--- src/rtl/spi_arb_pkg.sv ---
// Shared types and constants for the two-requester SPI monarch arbiter.
// Optional timeout abort is enabled with SPI_ARB_TIMEOUT_EN.
package spi_arb_pkg;

    typedef enum logic [1:0] {
        ST_IDLE,
        ST_ISSUE,
        ST_WAIT,
        ST_DONE
    } state_e;

    typedef enum logic {
        REQ_0 = 1'b0,
        REQ_1 = 1'b1
    } req_id_e;

    localparam int unsigned TIMEOUT_CYC = 1023;
    localparam int unsigned WDOG_W      = 10;
    localparam logic [15:0] ABORT_DATA  = 16'hFFFF;

    // Round-robin choice: on contention the requester not served last wins.
    function automatic req_id_e pick_owner(input logic r0, input logic r1, input req_id_e last);
        if (r0 && r1) begin
            return (last == REQ_0) ? REQ_1 : REQ_0;
        end else if (r0) begin
            return REQ_0;
        end else begin
            return REQ_1;
        end
    endfunction

endpackage

--- src/rtl/spi_arb_if.sv ---
// Requester-side and SPI-monarch-side signals of the arbiter, bundled.
// slave = arbiter view, master = environment view.
interface spi_arb_if;

    logic        req0;
    logic        req1;
    logic [15:0] wt_data0;
    logic [15:0] wt_data1;
    logic        gnt0;
    logic        gnt1;
    logic        done0;
    logic        done1;
    logic [15:0] rd_data;
    logic        err;
    logic        mnrch_wrt;
    logic [15:0] mnrch_wt_data;
    logic        mnrch_done;
    logic [15:0] mnrch_rd_data;

    modport slave (
        input  req0, req1, wt_data0, wt_data1, mnrch_done, mnrch_rd_data,
        output gnt0, gnt1, done0, done1, rd_data, err, mnrch_wrt, mnrch_wt_data
    );

    modport master (
        output req0, req1, wt_data0, wt_data1, mnrch_done, mnrch_rd_data,
        input  gnt0, gnt1, done0, done1, rd_data, err, mnrch_wrt, mnrch_wt_data
    );

endinterface

--- src/rtl/spi_arb_wdog.sv ---
// WAIT-state watchdog: counts enabled cycles and flags the last allowed one.
// Only built when SPI_ARB_TIMEOUT_EN is defined.
`ifdef SPI_ARB_TIMEOUT_EN
module spi_arb_wdog
    import spi_arb_pkg::*;
(
    input  logic clk,
    input  logic rst_n,
    input  logic clear_i,
    input  logic enable_i,
    output logic expire_o
);

    localparam logic [WDOG_W-1:0] LAST_CNT = WDOG_W'(TIMEOUT_CYC - 1);

    logic [WDOG_W-1:0] cnt_q;
    logic [WDOG_W-1:0] cnt_d;

    always_comb begin
        cnt_d = cnt_q;
        if (clear_i) begin
            cnt_d = '0;
        end else if (enable_i) begin
            cnt_d = cnt_q + 1'b1;
        end
    end

    always_ff @(posedge clk) begin
        if (!rst_n) begin
            cnt_q <= '0;
        end else begin
            cnt_q <= cnt_d;
        end
    end

    // cnt_q holds the number of earlier enabled cycles, so this fires on the 1023rd.
    assign expire_o = enable_i && (cnt_q == LAST_CNT);

endmodule
`endif

--- src/rtl/spi_arb.sv ---
// Round-robin arbiter sharing one SPI monarch between two requesters.
// Define SPI_ARB_TIMEOUT_EN to abort stalled transactions with err.
module spi_arb
    import spi_arb_pkg::*;
(
    input  logic      clk,
    input  logic      rst_n,
    spi_arb_if.slave  bus
);

    state_e      state_q, state_d;
    req_id_e     owner_q, owner_d;
    req_id_e     last_q, last_d;
    logic        gnt0_q, gnt0_d;
    logic        gnt1_q, gnt1_d;
    logic        done0_q, done0_d;
    logic        done1_q, done1_d;
    logic        wrt_q, wrt_d;
    logic [15:0] wt_data_q, wt_data_d;
    logic [15:0] rd_data_q, rd_data_d;

`ifdef SPI_ARB_TIMEOUT_EN
    logic err_q, err_d;
    logic wdog_expire;

    spi_arb_wdog u_wdog (
        .clk      (clk),
        .rst_n    (rst_n),
        .clear_i  (state_q != ST_WAIT),
        .enable_i (state_q == ST_WAIT),
        .expire_o (wdog_expire)
    );
`endif

    always_comb begin
        state_d   = state_q;
        owner_d   = owner_q;
        last_d    = last_q;
        gnt0_d    = gnt0_q;
        gnt1_d    = gnt1_q;
        done0_d   = 1'b0;
        done1_d   = 1'b0;
        wrt_d     = 1'b0;
        wt_data_d = wt_data_q;
        rd_data_d = rd_data_q;
`ifdef SPI_ARB_TIMEOUT_EN
        err_d     = 1'b0;
`endif
        case (state_q)
            ST_IDLE: begin
                if (bus.req0 || bus.req1) begin
                    owner_d   = pick_owner(bus.req0, bus.req1, last_q);
                    wt_data_d = (owner_d == REQ_0) ? bus.wt_data0 : bus.wt_data1;
                    gnt0_d    = (owner_d == REQ_0);
                    gnt1_d    = (owner_d == REQ_1);
                    wrt_d     = 1'b1;
                    state_d   = ST_ISSUE;
                end
            end
            ST_ISSUE: begin
                state_d = ST_WAIT;
            end
            ST_WAIT: begin
                // A real completion wins over a simultaneous timeout.
                if (bus.mnrch_done) begin
                    rd_data_d = bus.mnrch_rd_data;
                    done0_d   = (owner_q == REQ_0);
                    done1_d   = (owner_q == REQ_1);
                    state_d   = ST_DONE;
                end
`ifdef SPI_ARB_TIMEOUT_EN
                else if (wdog_expire) begin
                    rd_data_d = ABORT_DATA;
                    done0_d   = (owner_q == REQ_0);
                    done1_d   = (owner_q == REQ_1);
                    err_d     = 1'b1;
                    state_d   = ST_DONE;
                end
`endif
            end
            ST_DONE: begin
                gnt0_d  = 1'b0;
                gnt1_d  = 1'b0;
                last_d  = owner_q;
                state_d = ST_IDLE;
            end
            default: begin
                state_d = ST_IDLE;
            end
        endcase
    end

    always_ff @(posedge clk) begin
        if (!rst_n) begin
            state_q   <= ST_IDLE;
            owner_q   <= REQ_0;
            last_q    <= REQ_1;
            gnt0_q    <= 1'b0;
            gnt1_q    <= 1'b0;
            done0_q   <= 1'b0;
            done1_q   <= 1'b0;
            wrt_q     <= 1'b0;
            wt_data_q <= 16'h0000;
            rd_data_q <= 16'h0000;
        end else begin
            state_q   <= state_d;
            owner_q   <= owner_d;
            last_q    <= last_d;
            gnt0_q    <= gnt0_d;
            gnt1_q    <= gnt1_d;
            done0_q   <= done0_d;
            done1_q   <= done1_d;
            wrt_q     <= wrt_d;
            wt_data_q <= wt_data_d;
            rd_data_q <= rd_data_d;
        end
    end

`ifdef SPI_ARB_TIMEOUT_EN
    always_ff @(posedge clk) begin
        if (!rst_n) begin
            err_q <= 1'b0;
        end else begin
            err_q <= err_d;
        end
    end

    assign bus.err = err_q;
`else
    assign bus.err = 1'b0;
`endif

    assign bus.gnt0          = gnt0_q;
    assign bus.gnt1          = gnt1_q;
    assign bus.done0         = done0_q;
    assign bus.done1         = done1_q;
    assign bus.rd_data       = rd_data_q;
    assign bus.mnrch_wrt     = wrt_q;
    assign bus.mnrch_wt_data = wt_data_q;

endmodule

--- src/flat_wrapper.sv ---
// flat-port wrapper written by rule: the top's interface ports become plain ports
module spi_arb_flat import spi_arb_pkg::*;
  (clk, rst_n, bus_req0, bus_req1, bus_wt_data0, bus_wt_data1, bus_mnrch_done, bus_mnrch_rd_data, bus_gnt0, bus_gnt1, bus_done0, bus_done1, bus_rd_data, bus_err, bus_mnrch_wrt, bus_mnrch_wt_data);
  spi_arb_if bus_i ();
  input  logic clk;
  input  logic rst_n;
  input wire logic [$bits(bus_i.req0)-1:0] bus_req0;
  input wire logic [$bits(bus_i.req1)-1:0] bus_req1;
  input wire logic [$bits(bus_i.wt_data0)-1:0] bus_wt_data0;
  input wire logic [$bits(bus_i.wt_data1)-1:0] bus_wt_data1;
  input wire logic [$bits(bus_i.mnrch_done)-1:0] bus_mnrch_done;
  input wire logic [$bits(bus_i.mnrch_rd_data)-1:0] bus_mnrch_rd_data;
  output wire logic [$bits(bus_i.gnt0)-1:0] bus_gnt0;
  output wire logic [$bits(bus_i.gnt1)-1:0] bus_gnt1;
  output wire logic [$bits(bus_i.done0)-1:0] bus_done0;
  output wire logic [$bits(bus_i.done1)-1:0] bus_done1;
  output wire logic [$bits(bus_i.rd_data)-1:0] bus_rd_data;
  output wire logic [$bits(bus_i.err)-1:0] bus_err;
  output wire logic [$bits(bus_i.mnrch_wrt)-1:0] bus_mnrch_wrt;
  output wire logic [$bits(bus_i.mnrch_wt_data)-1:0] bus_mnrch_wt_data;
  assign bus_i.req0 = bus_req0;
  assign bus_i.req1 = bus_req1;
  assign bus_i.wt_data0 = bus_wt_data0;
  assign bus_i.wt_data1 = bus_wt_data1;
  assign bus_i.mnrch_done = bus_mnrch_done;
  assign bus_i.mnrch_rd_data = bus_mnrch_rd_data;
  assign bus_gnt0 = bus_i.gnt0;
  assign bus_gnt1 = bus_i.gnt1;
  assign bus_done0 = bus_i.done0;
  assign bus_done1 = bus_i.done1;
  assign bus_rd_data = bus_i.rd_data;
  assign bus_err = bus_i.err;
  assign bus_mnrch_wrt = bus_i.mnrch_wrt;
  assign bus_mnrch_wt_data = bus_i.mnrch_wt_data;
  spi_arb u_core (.clk(clk), .rst_n(rst_n), .bus(bus_i));
endmodule
--- config.mk ---
export PLATFORM = sky130hd
export DESIGN_NAME = spi_arb_flat
export DESIGN_NICKNAME = d
export VERILOG_FILES = /design/src/rtl/spi_arb_pkg.sv /design/src/rtl/spi_arb_if.sv /design/src/rtl/spi_arb_wdog.sv /design/src/rtl/spi_arb.sv /design/src/flat_wrapper.sv
export SDC_FILE = /design/constraint.sdc
export NUM_CORES = 1
export LEC_CHECK = 0
export BUFFER_PORTS_ARGS = -buffer_cell sky130_fd_sc_hd__clkbuf_2
export CAP_MARGIN = 20
export CORE_ASPECT_RATIO = 1.5
export CORE_MARGIN = 5
export CORE_UTILIZATION = 44
export CTS_CLUSTER_DIAMETER = 150
export CTS_CLUSTER_SIZE = 14
export DETAILED_ROUTE_END_ITERATION = 12
export PLACE_DENSITY = 0.82
export SLEW_MARGIN = 5
export SYNTH_ARGS = -nofsm -noshare
export SYNTH_HDL_FRONTEND = slang
export SYNTH_SLANG_ARGS = --single-unit
--- constraint.sdc ---
create_clock -name clk -period 1.84 [get_ports clk]
set_input_delay 0.368 -clock clk [delete_from_list [all_inputs] [get_ports clk]]
set_output_delay 0.368 -clock clk [all_outputs]
set_load 0.02 [all_outputs]
==> impl_metrics.ini, run 1 <==
[routing]
drcViolationCount = 0
wl_met3_um = 365
wl_met2_mm = 2.17
routed_wl_mm = 4.13
first_iter_violations = 48
wl_per_cell_um = 13.5
highest_layer = met4
dr_total_vias = 1525
antenna_left = 0
m1WireLength_mm = 1.53
dr.pass1.iters = 4
avgViaCountPerCell = 5.00

[flow_run]
drv_cap = 0

[place]
gp_congestion = 0.775
placed_cell_area_um2 = 2130
dp_hpwl_mm = 3.14
io_buffers = 89

[min_path]
hp-start = bus_wt_data1[12]
hold_class = primary input to flop

[die]
die_x_um = 60.7
die-area_um2 = 5220
core_area_um2 = 3720
die_h_um = 86.0
start_util_pct = 45.6
ios = 91
rows = 27

[clock_network]
clk_latency_ns = 0.29
numClockSinks = 41
cts_buffers = 5
cts_buffer_depth = 2
tritoncts = done
htreeDepth = 2
clkTransAtPathRegs_ns = 0.07
cts_root_buf = clkbuf_8
postCtsHoldBufs = 0

[yosys]
synth_top_cell_by_area = dfxtp_1
ys_types = 34
seq_area_frac_synth_pct = 48.4
synth-seq-cells = 41
synthFlopType = dfxtp_1
synth_edf_count = 0
synth_area_um2 = 1690
synth_nets = 231
ys_async_sr_fraction_pct = 0
synth_cells = 174
synth_area_leaders = dfxtp_1 (48%), nand2_1 (8.4%), a21boi_0 (7.5%)
syn_avg_cell_area_um2 = 9.74
yosysTopAreaCellShare_pct = 48.4
yosys_warnings = 0

[sta]
finalMaxSlewViolations = 0
layout_min_cycle_time_ns = 1.61
fmaxAchievable_ghz = 0.622
holdWs_ns = 0.297
final.setup_skew_ns = 0.00564
timing.final.crit_share_pct = 87.4
setup_viol = 0
setup_tns_ns = 0
hold_violations = 0
slew_headroom_pct = 64.1
rsz0062_at_grt = no
tightest_slew_ns = 0.539

[setup_path]
crit_path_end_kind = flop
cp.arrival_ns = 1.79
crit_chain = inv_1 -> ha_1 -> o21ai_2 -> and3_1 -> a221o_2
crit_path_start_kind = flop
rr_startpoint = u_core.state_q[1]
critPathKind = flop to flop
cp_slowest_stage_delay_ns = 0.35
crit_fanout = 16
startpoint = u_core.state_q[1]
crit_buf_inv = 1
critPathSlowestCell = dfxtp_1
critPathRequiredTime_ns = 2.02
crit_family = compound AO/OA/AOI/OAI gates

[power_and_ir_drop]
ir_drop_mv = 0.760
leakage_uw = 0.00113
finalPower_uw = 2830
powerDensity_nw_per_um2 = 1250

[run_status]
status = finished clean

[finish]
area_delta_synth_final_pct = 33.8
layout-drive-gt1-share_pct = 42.4
fin_nets = 318
stdcell_area_um2 = 2270
num_antenna_cells = 0

[global_routing]
grt_pass1_vias = 1550
grt_usage_pct = 16.2
grt_max_degree = 42
grt_pass1_wl_mm = 6.50
antenna_found_initial = 0
grt-ovfl-total = 0
## cells in the mapped netlist, drive strengths merged (2+ instances only)
library cell  count
buf               6
ha                4
a221o            16
and3             17
dfxtp            41
o21ai             3
clkbuf            6
mux2i             2
nor2              4
nand2            39
a21boi           19
inv               4
nor2b             2
## worst reg2reg max path: stages (launching register included)
cell,delay [ns]
dfxtp_1,0.35
inv_1,0.08
ha_1,0.30
o21ai_2,0.23
and3_1,0.25
a221o_2,0.29
## state kept, by name (all words and copies together) (netlist names)
signal	cells
u_core.bus.done0	1
u_core.last_q	1
u_core.state_q	2
u_core.bus.gnt1	1
u_core.bus.gnt0	1
u_core.bus.rd_data	16
u_core.bus.done1	1
u_core.bus.mnrch_wt_data	16
u_core.bus.mnrch_wrt	1
u_core.owner_q	1
## layout by cell type, fill, tap and decap left out, types with 3 or more instances in the layout
| cell | instances |
|---|---|
| ha_1 | 4 |
| inv_1 | 3 |
| clkbuf_8 | 6 |
| a21boi_0 | 17 |
| a221o_2 | 6 |
| nor2_1 | 4 |
| nand2_1 | 38 |
| dfxtp_1 | 41 |
| and3_1 | 17 |
| a221o_1 | 10 |
| clkbuf_2 | 89 |
## power breakdown
part	internal [uW]	switching (uW)
logic	389	565
clock network	442	282
registers	1060	91.8
## final cells by class
class / count / area (um^2)
clock buffers: 7 / 86.3
flip-flops and latches: 41 / 821
multi-input cells: 117 / 781
well taps: 43 / 53.8
inverters: 4 / 15.0
repair buffers: 92 / 480
clock inverters: 1 / 30.0
fillers: 376 / 1450
## per-layer routing
metal / track usage, % / vias to the layer above
met5: 0 / -
met4: 5.92 / 0
met3: 5.42 / 5
met2: 30.1 / 56
met1: 15.7 / 684
li1: - / 780
## final timing paths
check                                      end  slack (ns)  cells past startpoint
setup / recovery   u_core.bus.mnrch_wt_data[2]        0.23                      5
hold / removal    u_core.bus.mnrch_wt_data[12]        0.30                      2
setup reg to reg   u_core.bus.mnrch_wt_data[2]        0.23                      5
hold reg to reg               u_core.bus.done0        0.46                      1
## kinds of logic (layout without fill, tap and decap cells)
kind of cell               count (synthesis)  in the layout  share of synthesized area (%)
other                                      1              1                          0.221
and+or+nand+nor                           68             68                           20.4
muxes                                      2              2                           1.18
adders and majority gates                  4              4                           2.95
buffers and inverters                     16            104                           5.46
DFF                                       41             41                           48.4
AOI/OAI and AO/OA                         42             42                           21.3
## through the flow
stage	util (%)	instances	setup WS, ns
floorplan	-	174	0.345
global placement	57.3	296	0.141
detailed placement	57.3	296	0.100
CTS	60.5	304	0.0785
global route	61.0	305	0.0858
finish	61.0	305	0.232
## timing repair
item / in CTS / in global routing
setup endpoints to repair: 0 / 16
gates resized for setup: 0 / 0
endpoints found under the hold margin: 0 / 0
setup buffers: 0 / 1
Note: power is estimated with default switching activity, not from simulation.
==> run 2, diff against run 1 <==
--- a/config.mk
+++ b/config.mk
@@ -7,13 +7,15 @@
 export LEC_CHECK = 0
 export BUFFER_PORTS_ARGS = -buffer_cell sky130_fd_sc_hd__clkbuf_2
 export CAP_MARGIN = 20
+export CELL_PAD_IN_SITES_DETAIL_PLACEMENT = 0
+export CELL_PAD_IN_SITES_GLOBAL_PLACEMENT = 1
 export CORE_ASPECT_RATIO = 1.5
 export CORE_MARGIN = 5
-export CORE_UTILIZATION = 44
+export CORE_UTILIZATION = 31
 export CTS_CLUSTER_DIAMETER = 150
 export CTS_CLUSTER_SIZE = 14
 export DETAILED_ROUTE_END_ITERATION = 12
-export PLACE_DENSITY = 0.82
+export PLACE_DENSITY = 0.8
 export SLEW_MARGIN = 5
 export SYNTH_ARGS = -nofsm -noshare
 export SYNTH_HDL_FRONTEND = slang
==> impl_metrics.ini, run 2 (same netlist as run 1, synthesis figures left out) <==
[global_routing]
grt_usage_pct = 12.1
antenna_found_initial = 0
grt_pass1_wl_mm = 6.93
grt-ovfl-total = 0
grt_max_degree = 22
grt_pass1_vias = 1574

[setup_path]
crit_fanout = 16
critPathRequiredTime_ns = 2.02
crit_path_start_kind = flop
critPathKind = flop to flop
reg2reg_depth = 5
crit_path_end_kind = flop
cp.arrival_ns = 1.82

[routing]
m1WireLength_mm = 1.65
highest_layer = met4
wl_met2_mm = 2.01
drcViolationCount = 0
wl_per_cell_um = 12.3
dr_total_vias = 1513
first_iter_violations = 36
antenna_left = 0
routed_wl_mm = 4.10
wl_met3_um = 416
avgViaCountPerCell = 4.56
dr.pass1.iters = 4

[power_and_ir_drop]
p_int_uw = 1710
leakage_uw = 0.00111
ir_drop_mv = 0.510
powerDensity_nw_per_um2 = 1170
power_frac_seq_pct = 43.3
switchingPower_uw = 953
pwr-share-clk_pct = 21.1
combPwrFrac_pct = 35.6
swShare_pct = 35.8

[finish]
nFillCells = 576
layout-drive-gt1-share_pct = 42.7
multi_input_comb_area_um2 = 781
num_antenna_cells = 0
fin_nets = 318
regArea_um2 = 821
final_common_cell = clkbuf_2
area_delta_synth_final_pct = 34.0
final_cell_mix = clkbuf_2 (89), dfxtp_1 (41), nand2_1 (38)

[clock_network]
cts_buffer_depth = 2
numClockSinks = 41
cts_buffers = 5
tritoncts = done
cts.repair.resized = 0
clk_latency_ns = 0.29
htreeDepth = 2
clkTransAtPathRegs_ns = 0.08
postCtsHoldBufs = 0
cts_root_buf = clkbuf_8

[sta]
setup_tns_ns = 0
rsz0062_at_grt = no
finalMaxSlewViolations = 0
fmaxAchievable_ghz = 0.611
slew_headroom_pct = 56.0
holdWs_ns = 0.295
setup_viol = 0
final.setup_skew_ns = 0.00753
tightest_slew_ns = 0.660
layout_min_cycle_time_ns = 1.64
hold_violations = 0
timing.final.crit_share_pct = 88.9

[run_status]
status = finished clean

[die]
core_area_um2 = 5410
rows = 33
ios = 91
die_x_um = 70.4
die-area_um2 = 7070
start_util_pct = 31.3
die_h_um = 101

[min_path]
hold_depth = 2
hold_class = primary input to flop

[flow_run]
drv_cap = 0

[place]
io_buffers = 89
dp_hpwl_mm = 3.12
gp_congestion = 0.731
## run 2: changes by cell type in the layout (fill, tap and decap cells not counted)
| cell | delta |
|---|---|
| bufinv_16 | -1 |
| clkinvlp_4 | +1 |
| clkbuf_8 | -1 |
| clkinv_2 | +2 |
| clkbuf_1 | -1 |
## run 2: power groups by stage
stage,clock network (uW),registers (uW),logic (uW)
final,562,1150,946
after global routing,637,1180,1060
after CTS,597,1150,950
after detailed placement,0,1170,950
after global placement,0,1170,937
after floorplan,0,1340,493
## run 2: path summary, 6_finish.rpt
| path | slack [ns] | start | endpoint |
|---|---|---|---|
| worst max-delay path | 0.20 | u_core.state_q[0] | u_core.bus.mnrch_wt_data[15] |
| worst min-delay path | 0.29 | bus_wt_data1[6] | u_core.bus.mnrch_wt_data[6] |
| worst max register to register | 0.20 | u_core.state_q[0] | u_core.bus.mnrch_wt_data[15] |
| worst min register to register | 0.46 | u_core.owner_q | u_core.bus.done0 |
## run 2: worst max-delay path, cell delays in order, from the launching register on
cell,delay (ns)
dfxtp_1,0.33
inv_1,0.10
ha_1,0.32
o21ai_2,0.24
and3_1,0.25
a221o_2,0.28
## run 2: metrics by stage
step	instances	setup slack, ns	utilization [%]	area (um^2)	power [uW]
6_report	332	0.204	42.0	2270	2660
5_1_grt	332	0.0561	42.0	2270	2870
4_1_cts	331	0.0550	41.6	2250	2700
3_5_place_dp	323	0.0735	40.0	2160	2120
3_3_place_gp	323	0.112	40.0	2160	2110
2_1_floorplan	174	0.345	-	1690	1830
## run 2: area by class of cell
| type | instances | share of cell area, % |
|---|---|---|
| Multi-Input combinational cell | 117 | 34.4 |
| Timing Repair Buffer | 92 | 21.2 |
| Clock buffer | 5 | 3.03 |
| Clock inverter | 3 | 0.771 |
| Sequential cell | 41 | 36.1 |
| Inverter | 4 | 0.661 |
| Tap cell | 70 | 3.86 |
## run 2: repair_timing
| item | CTS | global route |
|---|---|---|
| endpoints found under the hold margin | 0 | 0 |
| setup endpoints to repair | 0 | 16 |
| setup buffers | 0 | 1 |
## run 2: layer usage
layer  global-route usage [%]  up-vias
met4                     3.98        0
met2                     20.6       72
met1                     13.5      658
met3                     5.49        3
met5                        0        -
li1                         -      780
